===== src/rtl/fe_simple_rx_burst.sv =====
// RX burst packer: timestamps a continuous ADC stream, packs fixed-size bursts into
// 64-bit ring-RAM words and emits one {ts, samples-1, words-1} descriptor per burst.
module fe_simple_rx_burst #(
    parameter int TIMESTAMP_BITS  = 48,
    parameter int RAM_ADDR_WIDTH  = 18,
    parameter int DATA_BITS       = 3,
    parameter int DATA_WIDTH      = 8 << DATA_BITS,
    parameter int SAMPLES_WIDTH   = 17,
    parameter int WORD_ADDR_WIDTH = RAM_ADDR_WIDTH - DATA_BITS,
    parameter int DESCR_WIDTH     = TIMESTAMP_BITS + SAMPLES_WIDTH + WORD_ADDR_WIDTH
) (
    input  logic                       clk,
    input  logic                       rst,
    input  logic [DATA_WIDTH-1:0]      adc_data,
    input  logic                       adc_valid,
    input  logic                       adc_sync,
    input  logic                       cfg_enable,
    input  logic                       cfg_format,
    input  logic                       cfg_swap,
    input  logic [SAMPLES_WIDTH-1:0]   cfg_burst_samples,
    input  logic [WORD_ADDR_WIDTH-1:0] ram_rd_ptr,
    output logic [WORD_ADDR_WIDTH-1:0] m_fifo_awaddr,
    output logic [DATA_WIDTH-1:0]      m_fifo_wdata,
    output logic                       m_fifo_wvalid,
    input  logic                       m_fifo_wready,
    output logic                       m_descr_valid,
    input  logic                       m_descr_ready,
    output logic [DESCR_WIDTH-1:0]     m_descr_data,
    output logic [TIMESTAMP_BITS-1:0]  rx_timer,
    output logic [31:0]                overflows,
    output logic                       sig_overflow
);

    typedef enum logic [1:0] {S_IDLE, S_BURST, S_DROP, S_DESCR} state_t;

    state_t                     state_q, state_d;
    logic [TIMESTAMP_BITS-1:0]  timer_q, timer_d;
    logic [TIMESTAMP_BITS-1:0]  ts_q, ts_d;
    logic [WORD_ADDR_WIDTH-1:0] wr_ptr_q, wr_ptr_d;
    logic [WORD_ADDR_WIDTH-1:0] base_q, base_d;
    logic [SAMPLES_WIDTH-1:0]   scnt_q, scnt_d;
    logic [SAMPLES_WIDTH-1:0]   nm1_q, nm1_d;
    logic [WORD_ADDR_WIDTH-1:0] wm1_q, wm1_d;
    logic                       fmt_q, fmt_d;
    logic                       swap_q, swap_d;
    logic [31:0]                lo_q, lo_d;
    logic                       wvalid_q, wvalid_d;
    logic [DATA_WIDTH-1:0]      wdata_q, wdata_d;
    logic                       wlast_q, wlast_d;
    logic                       pend_q, pend_d;
    logic                       pend_ack_q, pend_ack_d;
    logic [DESCR_WIDTH-1:0]     pend_data_q, pend_data_d;
    logic                       descr_valid_q, descr_valid_d;
    logic [DESCR_WIDTH-1:0]     descr_data_q, descr_data_d;
    logic [31:0]                ovf_cnt_q, ovf_cnt_d;
    logic                       ovf_pulse_q, ovf_pulse_d;

    logic                       hs;
    logic                       start_req;
    logic                       start_drop;
    logic [WORD_ADDR_WIDTH-1:0] free_words;
    logic [SAMPLES_WIDTH:0]     need_words;
    logic [WORD_ADDR_WIDTH-1:0] wm1_start;
    logic                       fmt_e, swap_e, is_last, word_done, take;
    logic [SAMPLES_WIDTH-1:0]   nm1_e, idx_e;
    logic [WORD_ADDR_WIDTH-1:0] wm1_e;
    logic [TIMESTAMP_BITS-1:0]  ts_e;
    logic [DATA_WIDTH-1:0]      word_val;

    assign hs        = wvalid_q && m_fifo_wready;
    assign start_req = adc_valid && adc_sync && cfg_enable &&
                       (state_q == S_IDLE || state_q == S_DESCR);
    // An unaccepted word still occupies a slot even though wr_ptr has not moved yet.
    assign free_words = ram_rd_ptr - wr_ptr_q - WORD_ADDR_WIDTH'(1) - WORD_ADDR_WIDTH'(wvalid_q);
    assign need_words = cfg_format ? ({1'b0, cfg_burst_samples} + (SAMPLES_WIDTH+1)'(1))
                                   : ({1'b0, cfg_burst_samples >> 1} + (SAMPLES_WIDTH+1)'(1));
    assign wm1_start  = WORD_ADDR_WIDTH'(cfg_format ? cfg_burst_samples : (cfg_burst_samples >> 1));
    assign start_drop = (32'(free_words) < 32'(need_words)) || descr_valid_q;

    // Effective burst parameters: live config on the starting sample, latched afterwards.
    assign fmt_e   = start_req ? cfg_format        : fmt_q;
    assign swap_e  = start_req ? cfg_swap          : swap_q;
    assign nm1_e   = start_req ? cfg_burst_samples : nm1_q;
    assign wm1_e   = start_req ? wm1_start         : wm1_q;
    assign ts_e    = start_req ? timer_q           : ts_q;
    assign idx_e   = start_req ? '0                : scnt_q;
    assign is_last = (idx_e == nm1_e);

    always_comb begin
        word_done = 1'b0;
        word_val  = '0;
        if (fmt_e) begin
            word_done = 1'b1;
            word_val  = swap_e ? {adc_data[31:0], adc_data[63:32]} : adc_data;
        end else if (idx_e[0]) begin
            word_done = 1'b1;
            word_val  = {adc_data[31:0], lo_q};
        end else begin
            word_done = is_last;
            word_val  = {32'd0, adc_data[31:0]};
        end
    end

    always_comb begin
        state_d       = state_q;
        timer_d       = timer_q;
        ts_d          = ts_q;
        wr_ptr_d      = wr_ptr_q + WORD_ADDR_WIDTH'(hs);
        base_d        = base_q;
        scnt_d        = scnt_q;
        nm1_d         = nm1_q;
        wm1_d         = wm1_q;
        fmt_d         = fmt_q;
        swap_d        = swap_q;
        lo_d          = lo_q;
        wvalid_d      = wvalid_q && !m_fifo_wready;
        wdata_d       = wdata_q;
        wlast_d       = wlast_q;
        pend_d        = pend_q;
        pend_ack_d    = pend_ack_q;
        pend_data_d   = pend_data_q;
        descr_valid_d = descr_valid_q && !m_descr_ready;
        descr_data_d  = descr_data_q;
        ovf_cnt_d     = ovf_cnt_q;
        ovf_pulse_d   = 1'b0;
        take          = 1'b0;

        if (!adc_sync) begin
            timer_d = '0;
        end else if (adc_valid) begin
            timer_d = timer_q + TIMESTAMP_BITS'(1);
        end

        // A finished burst's descriptor waits for its last word and for the output slot.
        if (pend_q && (pend_ack_q || (hs && wlast_q)) && (!descr_valid_q || m_descr_ready)) begin
            descr_valid_d = 1'b1;
            descr_data_d  = pend_data_q;
            pend_d        = 1'b0;
            pend_ack_d    = 1'b0;
        end else if (pend_q && hs && wlast_q) begin
            pend_ack_d = 1'b1;
        end

        case (state_q)
            S_IDLE, S_DESCR: begin
                if (state_q == S_DESCR && !pend_q && !descr_valid_q) begin
                    state_d = S_IDLE;
                end
                if (start_req) begin
                    fmt_d  = cfg_format;
                    swap_d = cfg_swap;
                    nm1_d  = cfg_burst_samples;
                    wm1_d  = wm1_start;
                    ts_d   = timer_q;
                    base_d = wr_ptr_q + WORD_ADDR_WIDTH'(wvalid_q);
                    if (start_drop) begin
                        ovf_pulse_d = 1'b1;
                        ovf_cnt_d   = ovf_cnt_q + 32'd1;
                        scnt_d      = SAMPLES_WIDTH'(1);
                        state_d     = (cfg_burst_samples == '0) ? S_IDLE : S_DROP;
                    end else begin
                        take = 1'b1;
                    end
                end
            end
            S_BURST: begin
                if (!adc_sync) begin
                    ovf_pulse_d = 1'b1;
                    ovf_cnt_d   = ovf_cnt_q + 32'd1;
                    state_d     = S_IDLE;
                    // A pending last word of the previous burst is not ours to discard.
                    if (!(wvalid_q && wlast_q)) begin
                        wvalid_d = 1'b0;
                        wr_ptr_d = base_q;
                    end
                end else if (adc_valid) begin
                    take = 1'b1;
                end
            end
            S_DROP: begin
                if (!adc_sync) begin
                    state_d = S_IDLE;
                end else if (adc_valid) begin
                    if (scnt_q == nm1_q) begin
                        state_d = S_IDLE;
                    end else begin
                        scnt_d = scnt_q + SAMPLES_WIDTH'(1);
                    end
                end
            end
            default: state_d = S_IDLE;
        endcase

        if (take) begin
            if (!fmt_e && !idx_e[0]) begin
                lo_d = adc_data[31:0];
            end
            if (word_done && wvalid_q && !m_fifo_wready) begin
                ovf_pulse_d = 1'b1;
                ovf_cnt_d   = ovf_cnt_q + 32'd1;
                if (!wlast_q) begin
                    wvalid_d = 1'b0;
                    wr_ptr_d = base_q;
                end
                scnt_d  = idx_e + SAMPLES_WIDTH'(1);
                state_d = is_last ? S_IDLE : S_DROP;
            end else begin
                if (word_done) begin
                    wvalid_d = 1'b1;
                    wdata_d  = word_val;
                    wlast_d  = is_last;
                end
                if (is_last) begin
                    state_d     = S_DESCR;
                    pend_d      = 1'b1;
                    pend_ack_d  = 1'b0;
                    pend_data_d = {ts_e, nm1_e, wm1_e};
                end else begin
                    state_d = S_BURST;
                    scnt_d  = idx_e + SAMPLES_WIDTH'(1);
                end
            end
        end
    end

    always_ff @(posedge clk or negedge rst) begin
        if (!rst) begin
            state_q       <= S_IDLE;
            timer_q       <= '0;
            ts_q          <= '0;
            wr_ptr_q      <= '0;
            base_q        <= '0;
            scnt_q        <= '0;
            nm1_q         <= '0;
            wm1_q         <= '0;
            fmt_q         <= 1'b0;
            swap_q        <= 1'b0;
            lo_q          <= '0;
            wvalid_q      <= 1'b0;
            wdata_q       <= '0;
            wlast_q       <= 1'b0;
            pend_q        <= 1'b0;
            pend_ack_q    <= 1'b0;
            pend_data_q   <= '0;
            descr_valid_q <= 1'b0;
            descr_data_q  <= '0;
            ovf_cnt_q     <= '0;
            ovf_pulse_q   <= 1'b0;
        end else begin
            state_q       <= state_d;
            timer_q       <= timer_d;
            ts_q          <= ts_d;
            wr_ptr_q      <= wr_ptr_d;
            base_q        <= base_d;
            scnt_q        <= scnt_d;
            nm1_q         <= nm1_d;
            wm1_q         <= wm1_d;
            fmt_q         <= fmt_d;
            swap_q        <= swap_d;
            lo_q          <= lo_d;
            wvalid_q      <= wvalid_d;
            wdata_q       <= wdata_d;
            wlast_q       <= wlast_d;
            pend_q        <= pend_d;
            pend_ack_q    <= pend_ack_d;
            pend_data_q   <= pend_data_d;
            descr_valid_q <= descr_valid_d;
            descr_data_q  <= descr_data_d;
            ovf_cnt_q     <= ovf_cnt_d;
            ovf_pulse_q   <= ovf_pulse_d;
        end
    end

    assign m_fifo_awaddr = wr_ptr_q;
    assign m_fifo_wdata  = wdata_q;
    assign m_fifo_wvalid = wvalid_q;
    assign m_descr_valid = descr_valid_q;
    assign m_descr_data  = descr_data_q;
    assign rx_timer      = timer_q;
    assign overflows     = ovf_cnt_q;
    assign sig_overflow  = ovf_pulse_q;

endmodule


===== config.mk =====
export PLATFORM = sky130hd
export DESIGN_NAME = fe_simple_rx_burst
export DESIGN_NICKNAME = d
export VERILOG_FILES = /design/src/rtl/fe_simple_rx_burst.sv
export SDC_FILE = /design/constraint.sdc
export NUM_CORES = 1
export LEC_CHECK = 0
export BUFFER_PORTS_ARGS = -buffer_cell sky130_fd_sc_hd__buf_4
export CAP_MARGIN = 10
export CORE_UTILIZATION = 59
export DETAILED_ROUTE_END_ITERATION = 6
export GPL_ROUTABILITY_DRIVEN = 0
export PLACE_DENSITY = 0.82
export SYNTH_ARGS = -nofsm -noshare
export SYNTH_HDL_FRONTEND = slang
export SYNTH_SLANG_ARGS = --single-unit

===== constraint.sdc =====
create_clock -name clk -period 8.6 [get_ports clk]
set_input_delay 0.86 -clock clk [delete_from_list [all_inputs] [get_ports clk]]
set_output_delay 0.86 -clock clk [all_outputs]
set_load 0.01 [all_outputs]

==> summary.md, run 1 <==
| Metric | Value |
|---|---|
| Post-CTS setup buffers | 0 |
| Final Hold Viols | 0 |
| GRT overflow | 0 |
| Critical Path Fanout Max | 52 |
| Max Fclk | 171.4 MHz |
| Syn_area_per_cell | 9.897 µm² |
| Drt first-iter violations | 1519 |
| CTS Hold Bufs | 0 |
| Setup TNS | 0 ps |
| Kind of end point of the critical path | flop |
| CP max stage delay | 780 ps |
| CTS tree | built |
| Max VDD drop | 0.1704 mV |
| Tmin final | 5836 ps |
| Cell row count | 73 |
| Synth Net Count | 2586 |
| Register area | 0.01184 mm² |
| Via count | 19682 |
| Number of vias per cell | 6.058 |
| Antenna Cells | 0 |
| WL per Instance | 19.99 µm |
| Synth cell types | 77 |
| Final Cycle Share | 67.86% |
| Drt pass-1 iters | 6 |
| Final slew viol count | 0 |
| I/O Buffers | 346 |
| Clock buffer count from CTS | 49 |
| Max-cap violation count | 0 |
| CP Launch Type | flop |
| IO Pins | 347 |
| Final #Nets | 2855 |
| YS warnings | 0 |
| CP max stage cell | and3_4 |
| # fillers | 2826 |
| Clock Skews | 34.84 ps |
| Worst-path clk slew | 60 ps |
| Status | finished clean |
| Fraction of layout cells with a size suffix above 1 | 24.49% |
| Max-slew headroom | 31.83% |
| Die Ht | 203.6 µm |
| Leak | 13.82 nW |
| Seq/Total Area, Yosys | 49.38% |
| Multi-input gate area | 0.01120 mm² |
| Hold WC Path Type | input pin to asynchronous set/reset pin |
| Initial antenna violation count | 0 |
| Post-synthesis instance area | 0.02397 mm² |
| Most common cell on crit path | a21oi_1 |
| WL final | 64.96 mm |
| Prevailing post-synth register cell | dfrtp_1 |
| Overall Power | 6.865 mW |
| Initial Util | 60.06% |
| #FFs+latches synth | 473 |
| Core area | 0.03991 mm² |
| Unrepaired setup endpoints after global routing | no |
| Root Driver | clkbuf_16 |
| EDFF count, synth | 0 |
| Vias in the first global route | 19738 |
| Clock buffer depth | 3 |
| Critical path type | flop to flop |
| Layout area overhead | 18.74% |
| GRT Util Overall | 31.38% |
| Die Span X | 203.6 µm |
| CP arrival | 6280 ps |
| Clk sinks | 473 |
| Critical path cell sequence | inv_1 > ha_1 > inv_1 > fa_1 > nor2b_1 > o21ai_0 > a21oi_1 > o211ai_1 > a21oi_1 > o311ai_0 > nand2b_1 > a21oi_1 > xnor2_1 > ha_1 > and2_1 > a22o_1 > nor3_1 > o31ai_2 > and3_4 > buf_4 > mux2_2 |
| Dpl hpwl | 43.49 mm |
| Data required time at the worst endpoint | 9050 ps |
| Synth Instances | 2422 |
| First-pass GRT wire length | 104.2 mm |
| Worst-Skew Late Latency | 600 ps |
| Async set-or-reset flop fraction in the synthesized netlist | 100.0% |
| Pwr/cell area | 241.2 mW/mm² |
| # H-tree levels | 2 |
| DRC | 0 |
| ANT nets after route | 0 |
| Measured slew at the worst slew-check pin | 1013 ps |
| Die area | 0.04144 mm² |
| Setup-failing EPs final | 0 |
| Largest net degree at the start of global routing | 171 |
| Cts repair resizes | 0 |
[cells in the mapped netlist, types with 17 or more instances]
master	n	share of area, %
a31oi_1	32	0.84
a21oi_1	118	2.5
nand4_1	35	0.91
xnor2_1	87	3.2
buf_2	19	0.40
o21ai_0	126	2.6
nand3_1	71	1.5
nor2_1	179	2.8
or3_1	17	0.44
dfrtp_1	473	49
and3_1	20	0.52
and2_1	49	1.3
clkbuf_1	97	1.5
ha_1	58	3.0
inv_1	73	1.1
a22oi_1	57	1.8
xor2_1	44	1.6
mux2_2	201	9.4
nor3_1	32	0.67
nand2_1	381	6.0
[per-layer routing]
layer  track usage (%)  wire [µm]  share of wire (%)  vias up
met5                 0          0                  0        -
li1                  -          -                  -     8955
met2             51.41      31480                 48      836
met1             40.08      25670                 40     9671
met3             7.047       4999                7.7      220
met4             13.53       2801                4.3        0
[kinds of logic after synthesis]
kind of cell	synth area share, %
mux	10.58
flops	49.38
compound gates	12.06
xor+xnor	4.786
fa+ha+maj	3.111
simple gates	16.07
buf+inv	4.014
[cell usage in the layout (no fill, tap or decap), types with 10 or more instances in the layout]
cell,instances
xnor2_1,87
o21ai_0,126
xor2_1,44
inv_1,73
or3_1,17
a21oi_1,117
a22oi_1,57
o31ai_1,15
mux2i_1,16
nor2_1,179
and3_1,19
nor2b_1,13
nand3_1,71
clkbuf_16,51
and2_1,49
nor3_1,32
a31oi_1,32
nand4_1,35
mux2_1,10
nand2_1,381
nor4_1,14
ha_1,58
dfrtp_1,473
o22ai_1,16
buf_4,366
mux2_2,201
[per-stage QoR]
stage                     instance area (µm²)  hold WS, ps  cells  utilization, %  setup slack [ps]
after global routing                    28460        361.2   3249           71.31              2352
after detailed placement                26780        453.9   3164           67.09              2106
final                                   28460        284.9   3249           71.31              2764
after CTS                               28460        320.4   3248           71.29              2613
after global placement                  26780        447.2   3164           67.09              2407
after floorplan                         23970        435.9   2422               -              3421
[flip-flops by register name (all words and copies together) (netlist names), 2 cells and up]
name           cells
overflows         32
scnt_q            17
ts_q              48
nm1_q             17
rx_timer          48
pend_data_q       80
base_q            15
wm1_q             15
m_fifo_wdata      64
lo_q              32
m_fifo_awaddr     15
m_descr_data      80
state_q            2
[power by group]
part	switching (mW)	internal [mW]	total (mW)
registers	0.238	2.54	2.78
clock network	0.890	1.34	2.23
logic	1.11	0.750	1.86
total	2.24	4.63	6.87
[worst max-delay path, delay by kind of cell (launching register included)]
family | cells | cell delay, ps
AOI/OAI and AO/OA | 8 | 1810
and+or+nand+nor | 5 | 1150
adders and majority gates | 3 | 820
buffers and inverters | 3 | 790
DFF | 1 | 570
muxes | 1 | 400
xor gates and xnor gates | 1 | 100
[area by class of cell]
| class | count | area share (%) |
|---|---|---|
| Timing Repair Buffer | 370 | 9.917 |
| Sequential cell | 473 | 41.58 |
| Tap cell | 525 | 2.308 |
| Clock inverter | 16 | 0.8660 |
| Multi-Input combinational cell | 1724 | 39.34 |
| Clock buffer | 68 | 5.024 |
| Inverter | 73 | 0.9627 |
[path summary, 6_finish.rpt]
| check | start | end | slack (ps) | cells after the start |
|---|---|---|---|---|
| setup / recovery | m_fifo_wvalid$_DFF_PN0_ | pend_data_q[74]$_DFFE_PN0P_ | 2760 | 21 |
| hold / removal | rst | m_fifo_awaddr[14]$_DFF_PN0_ | 280 | 1 |
| setup reg to reg | m_fifo_wvalid$_DFF_PN0_ | pend_data_q[74]$_DFFE_PN0P_ | 2760 | 21 |
| hold reg to reg | ts_q[30]$_DFFE_PN0P_ | ts_q[30]$_DFFE_PN0P_ | 470 | 2 |
| max in group asynchronous | rst | ts_q[19]$_DFFE_PN0P_ | 6820 | 2 |
| min in group clk | ts_q[30]$_DFFE_PN0P_ | ts_q[30]$_DFFE_PN0P_ | 470 | 2 |
(Power assumes the default switching activity.)
==> inputs of run 2 (changes only) <==
--- a/config.mk
+++ b/config.mk
@@ -7,10 +7,10 @@
 export LEC_CHECK = 0
 export BUFFER_PORTS_ARGS = -buffer_cell sky130_fd_sc_hd__buf_4
 export CAP_MARGIN = 10
-export CORE_UTILIZATION = 59
+export CORE_UTILIZATION = 52
 export DETAILED_ROUTE_END_ITERATION = 6
 export GPL_ROUTABILITY_DRIVEN = 0
-export PLACE_DENSITY = 0.82
+export PLACE_DENSITY = 0.76
 export SYNTH_ARGS = -nofsm -noshare
 export SYNTH_HDL_FRONTEND = slang
 export SYNTH_SLANG_ARGS = --single-unit
==> constraint.sdc (replaced) <==
create_clock -name clk -period 5.3 [get_ports clk]
set_input_delay 0.53 -clock clk [delete_from_list [all_inputs] [get_ports clk]]
set_output_delay 0.53 -clock clk [all_outputs]
set_load 0.01 [all_outputs]
==> run 2 against run 1 <==
Design area rose by 2.2%. Hold slack lost 120 ps. Combinational power is 67% higher.
==> summary.md, run 2 (synthesis gave the netlist of run 1 again) <==
| Metric | Value |
|---|---|
| IO Pins | 347 |
| Clk sinks | 473 |
| Root Driver | clkbuf_16 |
| Max Fclk | 202.6 MHz |
| Worst R2R Setup Slack | 360 ps |
| Max-cap violation count | 0 |
| Kind of end point of the critical path | flop |
| Via count | 19690 |
| Final Hold Viols | 0 |
| Die area | 0.04696 mm² |
| Tmin final | 4936 ps |
| CP Launch Type | flop |
| Drt pass-1 iters | 6 |
| Critical path cell sequence | ha_1 > inv_1 > ha_1 > inv_1 > fa_1 > nor2b_1 > o21ai_0 > a21oi_1 > o211ai_1 > a21oi_2 > o31ai_1 > xnor2_1 > ha_1 > and4_1 > and2_1 > a22o_1 > or3_4 > a31oi_4 > or3_4 > nor2_8 > buf_12 > buf_4 > nor2_1 > a21oi_1 |
| Status | finished clean |
| Core area | 0.04538 mm² |
| CTS tree | built |
| CP arrival | 5430 ps |
| Initial antenna violation count | 0 |
| GRT overflow | 0 |
| Multi-input gate area | 0.01124 mm² |
| Leak | 14.08 nW |
| Dpl hpwl | 44.75 mm |
| Max VDD drop | 0.2653 mV |
| Clock buffer depth | 3 |
| Critical Path Fanout Max | 21 |
| Die Span X | 216.7 µm |
| Most frequent cells in the layout | dfrtp_1, buf_4, nand2_1 |
| Final slew viol count | 0 |
| # fillers | 3616 |
| HP Start | adc_data[22] |
| First-pass GRT wire length | 105.8 mm |
| Final Cycle Share | 93.13% |
| CP max stage delay | 410 ps |
| Commonest non-fill, non-tap cell in the layout | dfrtp_1 |
| Drt first-iter violations | 2167 |
| Antenna Cells | 0 |
| Max-slew headroom | 31.53% |
| ANT nets after route | 0 |
| Clock buffer count from CTS | 50 |
| Reg-to-Reg End | m_fifo_wdata[50]$_DFFE_PN0P_ |
| Pwr/cell area | 390.2 mW/mm² |
| I/O Buffers | 346 |
| CP max stage cell | dfrtp_1 |
| Data required time at the worst endpoint | 5800 ps |
| Final #Nets | 2894 |
| Setup TNS | 0 ps |
| Worst setup startpoint | m_fifo_awaddr[0]$_DFF_PN0_ |
| Fraction of layout cells with a size suffix above 1 | 25.88% |
| Worst r2r path cells | 24 |
| DRC | 0 |
| Worst hold slack | 168.4 ps |
| Worst-path clk slew | 60 ps |
| WL final | 65.95 mm |
| Register area | 0.01184 mm² |
| Most common cell on crit path | ha_1 |
| Cell row count | 78 |
| Setup-failing EPs final | 0 |
| Clock Skews | 39.36 ps |
| Initial Util | 52.82% |
| WL per Instance | 19.59 µm |
| Worst-Skew Late Latency | 620 ps |
| Hold depth | 2 |
| Crit path buffers/inverters | 4 |
| Layout area overhead | 21.37% |
| Hold endpoint | lo_q[22]$_DFFE_PN0P_ |
| FF-to-FF Start | m_fifo_awaddr[0]$_DFF_PN0_ |
| Largest net degree at the start of global routing | 188 |
| Die Ht | 216.7 µm |
| Worst path top cell family by delay | compound AO/OA/AOI/OAI gates |
| Measured slew at the worst slew-check pin | 1027 ps |
| # H-tree levels | 2 |
| GRT Util Overall | 27.94% |
| Vias in the first global route | 19639 |
| Critical path type | flop to flop |
| Hold WC Path Type | input pin to flop |
| Number of vias per cell | 5.848 |
==> run 2: changes by cell type in the layout (fill, tap and decap cells not counted), moves of 2 or more <==
cell	change
clkinv_2	+3
buf_12	+8
a21oi_1	-2
clkinv_16	+2
buf_4	+28
==> run 2: power by group <==
part	total [mW]	switching (mW)	internal, mW
sequential	4.51	0.380	4.13
combinational	3.10	1.82	1.28
clock	3.75	1.52	2.23
total	11.4	3.72	7.63
==> run 2: layout make-up <==
type                            count  area share (%)
Clock inverter                     21           1.178
Tap cell                          600           2.580
Multi-Input combinational cell   1724           38.64
Sequential cell                   473           40.69
Clock buffer                       68           4.877
Timing Repair Buffer              408           11.09
Inverter                           73          0.9418
==> run 2: worst max-delay path by stage <==
stage / slack (ps) / depth (start not counted) / end
2_1_floorplan: 450 / 24 / overflows[25]$_DFF_PN0_
6_report: 360 / 24 / m_fifo_wdata[50]$_DFFE_PN0P_
5_1_grt: -30 / 25 / m_fifo_wdata[49]$_DFFE_PN0P_
3_5_place_dp: -10 / 26 / m_fifo_wdata[61]$_DFFE_PN0P_
4_1_cts: 120 / 24 / m_fifo_wdata[61]$_DFFE_PN0P_
3_3_place_gp: 90 / 26 / m_fifo_wdata[61]$_DFFE_PN0P_
==> run 2: metrics by stage <==
stage          utilization, %  cell area [µm²]  worst slack, ps  std cells  total power [mW]
3_5_place_dp            59.89            27180           -14.03       3268             7.575
2_1_floorplan               -            23970            451.1       2422             6.320
5_1_grt                 64.11            29100           -31.75       3367             11.92
6_report                64.11            29100            364.3       3367             11.35
4_1_cts                 63.79            28950            116.5       3358             11.35
3_3_place_gp            59.89            27180            92.03       3268             7.458
==> run 2: layer usage <==
layer  share of wire, %  up-vias  track usage (%)  routed length, µm
li1                   -     9042                -                  -
met1                 41     9600            36.59              26850
met2                 47      842            44.31              31110
met3                7.7      206            6.428               5094
met4                4.4        0            12.46               2895
met5                  0        -                0                  0
==> run 2: repair_timing <==
item / in CTS / in global routing
hold endpoints to repair: 77 / 0
resized for setup: 0 / 10
buffers inserted: 0 / 8
setup endpoints to repair: 0 / 219
hold buffers: 1 / 0
==> inputs of run 3 (changes only) <==
--- a/config.mk
+++ b/config.mk
@@ -7,10 +7,12 @@
 export LEC_CHECK = 0
 export BUFFER_PORTS_ARGS = -buffer_cell sky130_fd_sc_hd__buf_4
 export CAP_MARGIN = 10
-export CORE_UTILIZATION = 52
+export CORE_UTILIZATION = 58
+export CTS_BUF_LIST = sky130_fd_sc_hd__clkbuf_8 sky130_fd_sc_hd__clkbuf_16
 export DETAILED_ROUTE_END_ITERATION = 6
 export GPL_ROUTABILITY_DRIVEN = 0
-export PLACE_DENSITY = 0.76
+export MAX_ROUTING_LAYER = met4
+export PLACE_DENSITY = 0.81
 export SYNTH_ARGS = -nofsm -noshare
 export SYNTH_HDL_FRONTEND = slang
 export SYNTH_SLANG_ARGS = --single-unit
==> constraint.sdc (replaced) <==
create_clock -name clk -period 4.65 [get_ports clk]
set_input_delay 0.465 -clock clk [delete_from_list [all_inputs] [get_ports clk]]
set_output_delay 0.465 -clock clk [all_outputs]
set_load 0.01 [all_outputs]
==> run 3 against run 2 <==
The flow now finishes with violations (DRC, setup timing). Die area decreased by 10%. Utilization rose by 9.9 points. Global-route usage is 5.1 points higher. Via count up 3.8%. Register-to-register slack got worse by 530 ps. Sequential share of layout area decreased by 1.5 points. Design area is 3.8% higher. Wire length rose by 6.9%. Non-clock buffer count grew 99. Sequential cell count is the same. Critical path type unchanged.
==> summary.md, run 3 (synthesis gave the netlist of run 1 again) <==
| Metric | Value |
|---|---|
| Status | complete, but fails checks |
| Failing checks | DRC, setup timing |
| Number of vias per cell | 6.009 |
| Core area | 0.04083 mm² |
| Most common cell on crit path | ha_1 |
| GRT overflow | 0 |
| Largest net degree at the start of global routing | 108 |
| Data required time at the worst endpoint | 5160 ps |
| Final Cycle Share | 103.7% |
| Clk sinks | 473 |
| Die Span X | 205.3 µm |
| Tmin final | 4820 ps |
| CP max stage delay | 420 ps |
| Drt pass-1 iters | 7 |
| Cell row count | 74 |
| Measured slew at the worst slew-check pin | 920.0 ps |
| Vias in the first global route | 20075 |
| Worst-path clk slew | 70 ps |
| First-pass GRT wire length | 107.5 mm |
| Commonest non-fill, non-tap cell in the layout | dfrtp_1 |
| Worst hold slack | 113.1 ps |
| Most frequent cells in the layout | dfrtp_1, buf_4, nand2_1 |
| Worst setup margin | -170.2 ps |
| Initial antenna violation count | 2 |
| Die Ht | 205.3 µm |
| Worst-Skew Late Latency | 610 ps |
| Drt first-iter violations | 1956 |
| CP arrival | 5330 ps |
| Leak | 14.75 nW |
| CTS tree | built |
| Dpl hpwl | 45.64 mm |
| Pwr/cell area | 440.6 mW/mm² |
| Final slew viol count | 0 |
| CP max stage cell | or3_4 |
| Hold WC Path Type | input pin to flop |
| Initial Util | 58.71% |
| Max-cap violation count | 0 |
| # H-tree levels | 2 |
| DP Worst Slack | -598.5 ps |
| Kind of end point of the critical path | flop |
| Die area | 0.04215 mm² |
| DRC | 6 |
| IO Pins | 347 |
| Critical Path Fanout Max | 6 |
| Final #Nets | 2996 |
| CP Launch Type | flop |
| ANT nets after route | 0 |
| Layout area overhead | 26.03% |
| Setup-failing EPs final | 158 |
| WL final | 70.48 mm |
| Clock buffer depth | 3 |
| WL per Instance | 20.72 µm |
| Max VDD drop | 0.3397 mV |
| Clock buffer count from CTS | 49 |
| Via count | 20442 |
| I/O Buffers | 346 |
| Final Hold Viols | 0 |
| Max-slew headroom | 38.10% |
| Max Fclk | 207.5 MHz |
| Critical path type | flop to flop |
| GRT Util Overall | 33.09% |
| Root Driver | clkbuf_16 |
| Unrepaired setup endpoints after global routing | yes |
| Setup TNS | -9426 ps |
| Fraction of layout cells with a size suffix above 1 | 29.88% |
| Clock Skews | 36.72 ps |
[run 3: cell count changes in the layout (fill, tap and decap cells not counted), sizes merged]
cell | previous run | this run
bufinv | 7 | 9
inv | 74 | 86
clkbuf | 69 | 62
nor2 | 180 | 184
clkinvlp | 2 | 0
buf | 406 | 500
clkinv | 11 | 9
diode | 0 | 2
[run 3: final cells by class]
class | instances | area [µm²]
multi-input cells | 1728 | 11490
well taps | 532 | 665.6
fillers | 2724 | 10620
clock inverters | 31 | 401.6
clock buffers | 56 | 1323
repair buffers | 507 | 4219
inverters | 73 | 274.0
flip-flops and latches | 473 | 11840
diodes | 2 | 5.005
[run 3: power breakdown]
group	switching, mW	internal, mW
logic	2.24	1.67
registers	0.455	4.70
clock network	1.70	2.54
total	4.40	8.91
[run 3: worst max-delay path: cells and delay by family (launching register included)]
kind	cells	cell delay, ps
buffers and inverters	5	560
XOR/XNOR	1	220
adder cells (fa/ha/maj)	4	1040
AND/OR/NAND/NOR	5	990
AO/OA/AOI/OAI	10	1540
flip-flops	1	380
[run 3: layer usage]
metal | share of wire, % | global-route usage (%)
met1 | 39 | 41.97
met3 | 7.8 | 6.874
met4 | 4.2 | 14.26
met5 | 0 | -
met2 | 49 | 51.53
[run 3: path summary, 6_finish.rpt]
path                                            start  slack (ps)                      end  cells after the start
hold / removal                           adc_data[13]         110     lo_q[13]$_DFFE_PN0P_                      2
setup / recovery           m_fifo_awaddr[0]$_DFF_PN0_        -170  overflows[25]$_DFF_PN0_                     25
min in group asynchronous                         rst         430    base_q[5]$_DFFE_PN0P_                      2
max in group asynchronous                         rst        3100     ts_q[36]$_DFFE_PN0P_                      3
hold reg to reg                  ts_q[24]$_DFFE_PN0P_         470     ts_q[24]$_DFFE_PN0P_                      2
setup reg to reg           m_fifo_awaddr[0]$_DFF_PN0_        -170  overflows[25]$_DFF_PN0_                     25
[run 3: timing repair]
action / in CTS / in global routing
buffers inserted: 14 / 17
cloned: 6 / 10
resized for setup: 37 / 59
endpoints found under the hold margin: 83 / 0
endpoints found under the setup margin: 219 / 246
pin swaps: 35 / 25
hold buffers: 1 / 0
[run 3: stage by stage]
stage	util, %	cell area, µm²	total power, mW	std cells
6_report	73.99	30210	13.31	3402
4_1_cts	72.51	29610	13.15	3372
2_1_floorplan	-	24000	7.216	2422
5_1_grt	73.99	30210	13.91	3402
3_3_place_gp	67.55	27580	8.626	3264
3_5_place_dp	67.55	27580	8.805	3264
